[src/rtl/core_mem_arbiter.sv]
// core_mem_arbiter: shares the core's single memory bus port between
// instruction fetch (if_*), data load/store (d_*) and the page-table walker
// (ptw_*). Only one transaction is outstanding at a time. The arbiter owns the
// bus from grant until the response returns, then routes that response to the
// requester that owned the transaction.
//
// Ports:
//   clk, rst_n                  core clock, synchronous active-low reset
//   if_req_*  / if_rsp_valid    fetch request (read only) and response pulse
//   ptw_req_* / ptw_rsp_valid   walker request (read only) and response pulse
//   d_req_*   / d_rsp_valid     data request (read or write) and response pulse
//   rsp_rdata, rsp_err          shared response payload, valid with any *_rsp_valid
//   bus_req_* / bus_addr/wen/wdata/wstrb   registered bus request
//   bus_rsp_valid, bus_rdata    bus response (one per accepted request)
//
// The *_req_ready outputs are combinational from the request valids (IDLE only);
// every other output is registered.
module core_mem_arbiter #(
  parameter int unsigned TIMEOUT_CYCLES = 1024,
  parameter int unsigned TMO_W          = 16
) (
  input  logic        clk,
  input  logic        rst_n,
  input  logic        if_req_valid,
  output logic        if_req_ready,
  input  logic [31:0] if_req_addr,
  output logic        if_rsp_valid,
  input  logic        ptw_req_valid,
  output logic        ptw_req_ready,
  input  logic [31:0] ptw_req_addr,
  output logic        ptw_rsp_valid,
  input  logic        d_req_valid,
  output logic        d_req_ready,
  input  logic [31:0] d_req_addr,
  input  logic        d_req_wen,
  input  logic [31:0] d_req_wdata,
  input  logic [3:0]  d_req_wstrb,
  output logic        d_rsp_valid,
  output logic [31:0] rsp_rdata,
  output logic        rsp_err,
  output logic        bus_req_valid,
  input  logic        bus_req_ready,
  output logic [31:0] bus_addr,
  output logic        bus_wen,
  output logic [31:0] bus_wdata,
  output logic [3:0]  bus_wstrb,
  input  logic        bus_rsp_valid,
  input  logic [31:0] bus_rdata
);

  localparam bit TMO_EN = (TIMEOUT_CYCLES != 32'd0);
  localparam logic [TMO_W-1:0] TMO_LAST =
    TMO_W'((TIMEOUT_CYCLES == 32'd0) ? 32'd0 : TIMEOUT_CYCLES - 32'd1);

  typedef enum logic [1:0] {ST_IDLE, ST_REQ, ST_RSP} state_t;
  typedef enum logic [1:0] {OWN_IF = 2'd0, OWN_D = 2'd1, OWN_PTW = 2'd2} owner_t;

  state_t           state, state_d;
  owner_t           owner;
  logic             last_d;      // 1: data was the last fetch/data grant
  logic [TMO_W-1:0] tmo_cnt;
  logic             gnt_if, gnt_d, gnt_ptw;
  logic             rsp_fire, tmo_fire;

  // State register.
  always_ff @(posedge clk) begin
    if (!rst_n) state <= ST_IDLE;
    else        state <= state_d;
  end

  // Next state, grant selection and response/timeout detection.
  always_comb begin
    state_d  = state;
    gnt_if   = 1'b0;
    gnt_d    = 1'b0;
    gnt_ptw  = 1'b0;
    rsp_fire = 1'b0;
    tmo_fire = 1'b0;
    case (state)
      ST_IDLE: begin
        // Walker has fixed priority; fetch/data tie goes to the one not granted last.
        if (ptw_req_valid) begin
          gnt_ptw = 1'b1;
        end else if (if_req_valid && d_req_valid) begin
          gnt_if = last_d;
          gnt_d  = !last_d;
        end else begin
          gnt_if = if_req_valid;
          gnt_d  = d_req_valid;
        end
        if (gnt_ptw || gnt_if || gnt_d) state_d = ST_REQ;
      end
      ST_REQ: begin
        if (bus_req_ready) state_d = ST_RSP;
      end
      ST_RSP: begin
        // A real response in the timeout cycle takes precedence.
        if (bus_rsp_valid) rsp_fire = 1'b1;
        else if (TMO_EN && (tmo_cnt == TMO_LAST)) tmo_fire = 1'b1;
        if (rsp_fire || tmo_fire) state_d = ST_IDLE;
      end
      default: state_d = ST_IDLE;
    endcase
  end

  assign if_req_ready  = gnt_if;
  assign d_req_ready   = gnt_d;
  assign ptw_req_ready = gnt_ptw;

  // Bus payload, ownership, watchdog and response registers.
  always_ff @(posedge clk) begin
    if (!rst_n) begin
      owner         <= OWN_IF;
      last_d        <= 1'b1;
      tmo_cnt       <= '0;
      bus_req_valid <= 1'b0;
      bus_addr      <= '0;
      bus_wen       <= 1'b0;
      bus_wdata     <= '0;
      bus_wstrb     <= '0;
      if_rsp_valid  <= 1'b0;
      d_rsp_valid   <= 1'b0;
      ptw_rsp_valid <= 1'b0;
      rsp_rdata     <= '0;
      rsp_err       <= 1'b0;
    end else begin
      if_rsp_valid  <= 1'b0;
      d_rsp_valid   <= 1'b0;
      ptw_rsp_valid <= 1'b0;

      if (gnt_ptw) begin
        bus_req_valid <= 1'b1;
        bus_addr      <= ptw_req_addr;
        bus_wen       <= 1'b0;
        bus_wdata     <= '0;
        bus_wstrb     <= 4'hF;
        owner         <= OWN_PTW;
      end else if (gnt_if) begin
        bus_req_valid <= 1'b1;
        bus_addr      <= if_req_addr;
        bus_wen       <= 1'b0;
        bus_wdata     <= '0;
        bus_wstrb     <= 4'hF;
        owner         <= OWN_IF;
        last_d        <= 1'b0;
      end else if (gnt_d) begin
        bus_req_valid <= 1'b1;
        bus_addr      <= d_req_addr;
        bus_wen       <= d_req_wen;
        bus_wdata     <= d_req_wdata;
        bus_wstrb     <= d_req_wstrb;
        owner         <= OWN_D;
        last_d        <= 1'b1;
      end

      if ((state == ST_REQ) && bus_req_ready) begin
        bus_req_valid <= 1'b0;
        tmo_cnt       <= '0;
      end

      if ((state == ST_RSP) && !rsp_fire && !tmo_fire) begin
        tmo_cnt <= tmo_cnt + TMO_W'(1);
      end

      if (rsp_fire || tmo_fire) begin
        rsp_rdata <= rsp_fire ? bus_rdata : 32'h0;
        rsp_err   <= tmo_fire;
        case (owner)
          OWN_IF:  if_rsp_valid  <= 1'b1;
          OWN_D:   d_rsp_valid   <= 1'b1;
          default: ptw_rsp_valid <= 1'b1;
        endcase
      end
    end
  end

endmodule

[config.mk]
export PLATFORM = sky130hd
export DESIGN_NAME = core_mem_arbiter
export DESIGN_NICKNAME = d
export VERILOG_FILES = /design/src/rtl/core_mem_arbiter.sv
export SDC_FILE = /design/constraint.sdc
export NUM_CORES = 1
export LEC_CHECK = 0
export CORE_MARGIN = 2
export CORE_UTILIZATION = 30
export CTS_BUF_LIST = sky130_fd_sc_hd__clkbuf_4 sky130_fd_sc_hd__clkbuf_8
export DETAILED_ROUTE_END_ITERATION = 7
export PLACE_DENSITY = 0.75
export SYNTH_ARGS = -nofsm -noshare
export SYNTH_HDL_FRONTEND = slang
export SYNTH_SLANG_ARGS = --single-unit
[constraint.sdc]
create_clock -name clk -period 2.4 [get_ports clk]
set_clock_uncertainty 0.05 [all_clocks]
set_input_delay 0.48 -clock clk [delete_from_list [all_inputs] [get_ports clk]]
set_output_delay 0.48 -clock clk [all_outputs]
set_load 0.02 [all_outputs]
# Word level (Yosys, flattened, before mapping)
# Index checks and enable logic that the tools add are counted.
dict set report word_totals {
  register_bits 127
  inputBits 172
  out_inout_bits 109
  elab_cells 88
}
dict set report classes {
  add_sub_neg 1
  n_eq_ne 7
  mux 41
  n_bitwise 2
  reduce_logical 22
}
# op n
set op_table {}
lappend op_table {{$mux 32} 4}
lappend op_table {{$mux 16} 2}
lappend op_table {{$mux 1} 25}
lappend op_table {{$add 16x1->16 const B} 1}
lappend op_table {{$eq 16x10->1 const B} 1}
lappend op_table {{$mux 2} 6}
lappend op_table {{$mux 4} 3}
lappend op_table {{$ne 2x2->1 const B} 3}
lappend op_table {{$pmux 2 s3} 1}
lappend op_table {{$eq 2x1->1 const B} 2}
lappend op_table {{$logic_and 1x1->1} 4}
lappend op_table {{$logic_not 2->1} 2}
lappend op_table {{$logic_or 1x1->1} 4}
lappend op_table {{$reduce_and 2->1} 2}
lappend op_table {{$reduce_bool 2->1} 2}
lappend op_table {{$reduce_or 2->1} 2}
lappend op_table {{$logic_not 1->1} 3}
lappend op_table {{$reduce_and 3->1} 1}
lappend op_table {{$reduce_bool 3->1} 1}
lappend op_table {{$reduce_or 3->1} 1}
lappend op_table {{$eq 2x2->1 const B} 1}
lappend op_table {{$not 1->1} 2}

# Logic depth before layout (Yosys ltp)
# Gate-level depths: netlist of the first run.
dict set report depth {
  word_depth 8
  ltp_mapped 7
  ltp_nobuf 5
}

# Worst setup path before layout of the first run
# OpenSTA, ideal clock, no wires.
dict set report synth_path {
  path_type {input port to output port}
  from {input port ptw_req_valid}
  to {output port d_req_ready}
  arrival_ps 1608
  t_required_ps 1870
  setup_slack_ps 262
  path_stages 4
  path_buffers 1
  cell_sequence {nor3_1 nand3_1 inv_1 buf_1}
}
dict set report synth_between {
  elab_chain_len 3
}
# item line_no
set synth_lines {}
lappend synth_lines {{start: declaration} 28} ;# input logic ptw_req_valid,
lappend synth_lines {{$mux 1} 82} ;# if (ptw_req_valid) begin
lappend synth_lines {{$mux 1 (2 in a row)} 79} ;# case (state)
lappend synth_lines {{end: declaration} 33} ;# output logic d_req_ready,
# No other way between the ends. The select of a mux whose other input is x is not followed.

# Worst setup path in the final report of the first run
dict set report layout_path {
  from {input port ptw_req_valid}
  to {output port ptw_req_ready}
}
dict set report layout_between {
  elab_chain_len 3
}
# item line_no
set layout_lines {}
lappend layout_lines {{$mux 1} 82}
lappend layout_lines {{$mux 1 (2 in a row)} 79}
lappend layout_lines {{end: declaration} 29} ;# output logic ptw_req_ready,
# No other way between the ends. The select of a mux whose other input is x is not followed.

==> results of run 1 <==
==> metrics by stage <==
step                total power (uW)  worst slack, ps  hold WS, ps  area, um^2
floorplan                       2756            262.0        402.9        5396
global placement                3395           -264.4        391.0        8582
detailed placement              3398           -299.7        397.1        8582
CTS                             5224            5.201        408.6        8959
global route                    5379            70.85        423.2        8956
finish                          5152            182.1        405.9        8956
==> routing by layer <==
metal  global-route usage  up-vias  share of wire
met5                    0        -              0
met4              0.07089        0          0.021
met3              0.05854       24          0.078
met2               0.3335      239           0.49
met1               0.2239     2623           0.41
li1                     -     2833              -
==> flip-flops by register name, indices dropped and copies added, names as in the netlist, 2 cells and up <==
signal,flops
bus_addr,32
bus_wdata,32
rsp_rdata,32
tmo_cnt,16
bus_wstrb,4
owner,2
state,2
==> cell usage in the layout, fill, tap and decap left out, drive strengths merged, types with 2 or more instances in the layout <==
cell and n:
clkdlybuf4s50 277, dfxtp 127, nand2 89, a21oi 47
inv 44, a31oi 37, buf 37, o21ai 35
a211oi 32, o2bb2ai 32, a22o 32, clkbuf 20
nand3 13, or4 11, nor2 8, nor4 7
clkinvlp 6, nand4 5, and3 5, o211ai 4
o31ai 4, nand2b 3, o311ai 3, o221ai 3
o311a 2, nand3b 2, clkinv 2, nor3 2
or3b 2, and4 2
==> worst max-delay path by stage <==
stage | slack [ps] | cells after the start | startpoint | to
finish | 180 | 5 | ptw_req_valid | ptw_req_ready
global route | 70 | 5 | state[1]$_SDFFE_PN0P_ | ptw_req_ready
CTS | 5 | 5 | ptw_req_valid | d_req_ready
detailed placement | -300 | 5 | ptw_req_valid | d_req_ready
global placement | -260 | 5 | ptw_req_valid | d_req_ready
floorplan | 260 | 4 | ptw_req_valid | d_req_ready
==> repair_timing <==
action                     CTS  global route
pin swaps                    0             1
gates resized for setup      4             5
buffers inserted             0             0
setup endpoints to repair    3             1
==> critical path: stages <==
cell	delay, ps
clkdlybuf4s50_1	560
buf_4	160
nand2_1	60
clkinv_1	60
dlygate4sd2_1	360
==> cell families after synthesis <==
kind of cell,count (synthesis),synth area share
fa+ha+maj,1,0.002318
buf+inv,93,0.07466
flops,127,0.4711
xor+xnor,1,0.001623
simple gates,153,0.1433
mux,1,0.001855
compound gates,238,0.3051
==> power groups by stage <==
stage | logic [uW] | clock network [uW] | registers (uW)
4_1_cts | 1080 | 1870 | 2280
3_5_place_dp | 1080 | 0 | 2320
5_1_grt | 1150 | 1940 | 2290
3_3_place_gp | 1070 | 0 | 2320
2_1_floorplan | 329 | 0 | 2430
6_report | 1070 | 1800 | 2280
==> area by class of cell <==
type / instances / area (um^2)
clock buffer: 18 / 241.5
inverter: 39 / 146.4
timing repair buffer: 317 / 3119
sequential: 127 / 2542
tap: 229 / 286.5
fill: 1685 / 8823
clock inverter: 14 / 132.6
multi-input combinational: 394 / 2487
==> run metrics, run 1 <==
synthesized area 0.005396 mm^2; hpwl dp 13570 um; Yosys reg bits 127; Required @ worst endpoint 1870 ps; Slew @ Worst Pin 483.5 ps; most common cell in the synthesized netlist dfxtp_1; DRT Pass-1 Iters 5; Setup Viol. Count Final 0; max-slew violations 0; Psw 1528 uW; Reg2Reg Setup Slack 240 ps; synthesized area per cell 8.789 um^2; EDFF count, synth 0; ant diodes 0; DRT Wirelength 18720 um; initial antenna violation count 0; Die Width 138.1 um; Ys Warns 0; first-pass GRT wire length 29560 um; post-synthesis sequential area ratio 0.4711; GRT Residual Overflow 0; vias per cell 5.025; clock tree buffer depth 2; Reg2Reg Depth 4; GRT Util Overall 0.1922; crit path time final 2218 ps; vias in the first global route 5580; chip height 138.1 um; CTS sink cnt 127; worst skew pair latency 440 ps; Worst slew margin 0.6747; Worst Hold Depth 2; area grow syn2layout 65.96%; initial core utilization 0.3035; Max Cap Viol 0; sequential power share 0.442; CTS tree yes; Commonest cells post-synth dfxtp_1 (127), nand2_1 (89), a21oi_1 (47), clkbuf_1 (42), inv_1 (38); hold path start bus_wdata[18]$_SDFFE_PP0P_; placer's final routability congestion estimate 0.8787; Gate Count Post-Synth 614; period utilization 0.9241; Hold-fix buffers, CTS 0; Setup crit start kind primary input; Crit. End Element output port; I/O Pins 281; DR vias 5719; Worst-path clk slew 80 ps; R2R Path End tmo_cnt[5]$_SDFFE_PN0P_; Hold Path End bus_wdata[18]$_SDFFE_PP0P_; CP Class in -> out; Post-synth top flop dfxtp_1; layout cells sized above 1 0.09571; dpl cells 1106; DRC viols 0; Inserted Clock Buffers 17; Final Non-Filler Cells 1138; DIE AREA 0.01908 mm^2; FF-to-FF Start tmo_cnt[11]$_SDFFE_PN0P_; Netlist cell types 52; Final ANT Viol Nets 0; fmax 0.4509 GHz; largest net degree at the start of global routing 41; wire per inst 16.45 um; cell taking the most area after synthesis dfxtp_1; switching share of power 0.2965; Synth top area share 0.4711; root buf cell clkbuf_8; static leakage 0.003183 uW; Rows 49; core area 0.01778 mm^2; H-tree depth 4; Syn Nets 787; Post-synth ARST share 0; critical path arrival 1690 ps; top cells by area, synth dfxtp_1 (47%), nand2_1 (6.2%), a22o_1 (5.2%), o2bb2ai_1 (5.2%), a211oi_1 (4.5%); IO Port Bufs 280; crit path max fanout 4; P_int 3624 uW; fin nets 1069; power density over the cells 575.2 mW/mm^2; clock power share 0.350; outcome finished, final reports clean; DR iter-0 viols 278; final hold vios 0; Setup TNS 0 ps; Comb pwr share 0.208; RSZ-0062 raised after global routing no; Max VDD drop 0.3462 mV; class of the worst hold path reg -> reg; Final Util 0.5037
Note: power is estimated with default switching activity, not from simulation.
==> run 2, diff against run 1 <==
--- a/config.mk
+++ b/config.mk
@@ -6,10 +6,10 @@
 export NUM_CORES = 1
 export LEC_CHECK = 0
 export CORE_MARGIN = 2
-export CORE_UTILIZATION = 30
+export CORE_UTILIZATION = 41
 export CTS_BUF_LIST = sky130_fd_sc_hd__clkbuf_4 sky130_fd_sc_hd__clkbuf_8
 export DETAILED_ROUTE_END_ITERATION = 7
-export PLACE_DENSITY = 0.75
+export PLACE_DENSITY = 0.94
 export SYNTH_ARGS = -nofsm -noshare
 export SYNTH_HDL_FRONTEND = slang
 export SYNTH_SLANG_ARGS = --single-unit
==> run metrics, run 2 (same netlist as run 1, synthesis figures left out) <==
Reg2Reg Setup Slack 220 ps (-20 ps); class of the worst hold path reg -> reg; critical path arrival 1800 ps (+110 ps); Hold-fix buffers, CTS 0 (unchanged); final hold vios 0 (unchanged); Hold Path End bus_wdata[22]$_SDFFE_PP0P_; Required @ worst endpoint 1870 ps (about the same); outcome finished, final reports clean; Setup Viol. Count Final 0 (unchanged); clock tree buffer depth 2 (unchanged); fin nets 1069 (unchanged); core area 0.01272 mm^2 (-28%); crit-path cells clkdlybuf4s50_1 > nor3_2 > buf_4 > and3_1 > dlygate4sd2_1; Setup TNS 0 ps (unchanged); DR vias 5981 (+4.6%); GRT Residual Overflow 0 (unchanged); R2R Path End tmo_cnt[5]$_SDFFE_PN0P_; Final ANT Viol Nets 0 (unchanged); Layout fillers 964 (-43%); initial core utilization 0.4242 (+0.1207); CTS tree yes; Worst-path clk slew 80 ps (about the same); worst skew pair latency 440 ps (about the same); DIE AREA 0.01410 mm^2 (-26%); Inserted Clock Buffers 17 (unchanged); hold path start bus_wdata[22]$_SDFFE_PP0P_; Reg2Reg Depth 4 (unchanged); IO Port Bufs 280 (unchanged); chip height 118.7 um (-14%); hpwl dp 13580 um (about the same); dpl cells 1049 (-5.2%); crit path time final 2332 ps (+114.5 ps); DR iter-0 viols 476 (+71%); vias in the first global route 5932 (+6.3%); power density over the cells 574.3 mW/mm^2 (-0.15%); Max VDD drop 0.3703 mV (+7.0%); area grow syn2layout 64.83%; Worst slew margin 0.6791 (+0.004383); fmax 0.4287 GHz (-4.9%); critical path's largest stage delay 440 ps (-120 ps); Max Cap Viol 0 (unchanged); period utilization 0.9718 (+0.04770); initial antenna violation count 1 (+1); first-pass GRT wire length 29440 um (-0.40%); GRT Util Overall 0.2597 (+0.06744); CP Class in -> out; DRC viols 0 (unchanged); CP top delay family buffers and inverters; commonest non-fill, non-tap cell in the layout clkdlybuf4s50_1; H-tree depth 4 (unchanged); Final Non-Filler Cells 1082 (-4.9%); placer's final routability congestion estimate 0.9147 (+4.1%); Setup crit start kind primary input; crit path max fanout 3 (-1); Worst Hold Depth 2 (unchanged); DRT Pass-1 Iters 5 (unchanged); FF-to-FF Start tmo_cnt[11]$_SDFFE_PN0P_; static leakage 0.003198 uW (+0.50%); wire per inst 17.37 um (+5.6%); max-slew violations 0 (unchanged); Crit. End Element output port; I/O Pins 281 (unchanged); CP Buf/Inv Count 3 (-1); root buf cell clkbuf_8; Slew @ Worst Pin 476.9 ps (-6.516 ps); vias per cell 5.528 (+10%); Largest regs bus_addr: 32 flops, bus_wdata: 32 flops, rsp_rdata: 32 flops; most frequent cells in the layout clkdlybuf4s50_1 (277), dfxtp_1 (127), nand2_1 (89), a21oi_1 (46), inv_1 (38); Rows 41 (-16%); DRT Wirelength 18790 um (+0.39%); RSZ-0062 raised after global routing no; layout cells sized above 1 0.09351 (-0.002200); Die Width 118.7 um (-14%); CP max-delay cell clkdlybuf4s50_1; Placed Area 0.008523 mm^2 (-0.69%); post-route cell area 0.008895 mm^2 (-0.68%); largest net degree at the start of global routing 41 (unchanged); CTS sink cnt 127 (unchanged)
## run 2: what timing repair did
item	4_1_cts	5_1_grt
setup buffers	0	0
resized for setup	3	2
setup endpoints to repair	3	1
pin swaps	0	0
## run 2: worst max-delay path by stage
stage	start	end	slack (ps)	cells after the start
after floorplan	ptw_req_valid	d_req_ready	260	4
after CTS	ptw_req_valid	d_req_ready	30	5
after global placement	ptw_req_valid	d_req_ready	-220	5
final	ptw_req_valid	if_req_ready	70	5
after detailed placement	ptw_req_valid	d_req_ready	-230	5
after global routing	ptw_req_valid	if_req_ready	10	5
## run 2: tightest hold or removal path, stage by stage, from the launching register on
cell and delay [ps]:
dfxtp_1 310, nand2_1 50, a21oi_1 50
## run 2: stage by stage
step | total power, uW | worst slack [ps] | hold slack (ps) | utilization
3_5_place_dp | 3388 | -234.3 | 395.8 | 0.6699
5_1_grt | 5319 | 14.38 | 427.8 | 0.6992
3_3_place_gp | 3370 | -223.1 | 390.7 | 0.6699
4_1_cts | 5149 | 25.17 | 406.8 | 0.6993
2_1_floorplan | 2756 | 262.0 | 402.9 | -
6_report | 5109 | 67.63 | 406.6 | 0.6992
## run 2: routing by layer
layer  track usage  vias to the layer above  part of all wire
met5             0                        -                 0
met4        0.1176                        0             0.027
met3       0.08060                       37             0.085
met2        0.4468                      306              0.51
met1        0.2932                     2808              0.38
li1              -                     2830                 -
## run 2: cell type report
class,instances,area (um^2),share of cell area
clock inverter,14,135.1,0.01519
sequential,127,2542,0.2858
antenna,1,2.502,0.0002813
tap,172,215.2,0.02419
inverter,39,146.4,0.01646
multi-input combinational,394,2476,0.2784
clock buffer,18,241.5,0.02715
timing repair buffer,317,3136,0.3525
## run 2: power by group
group / switching, uW / leakage [uW] / internal [uW]
registers: 63.1 / 0.00103 / 2210
clock network: 912 / 0.000185 / 845
logic: 509 / 0.00198 / 569
total: 1480 / 0.00320 / 3620
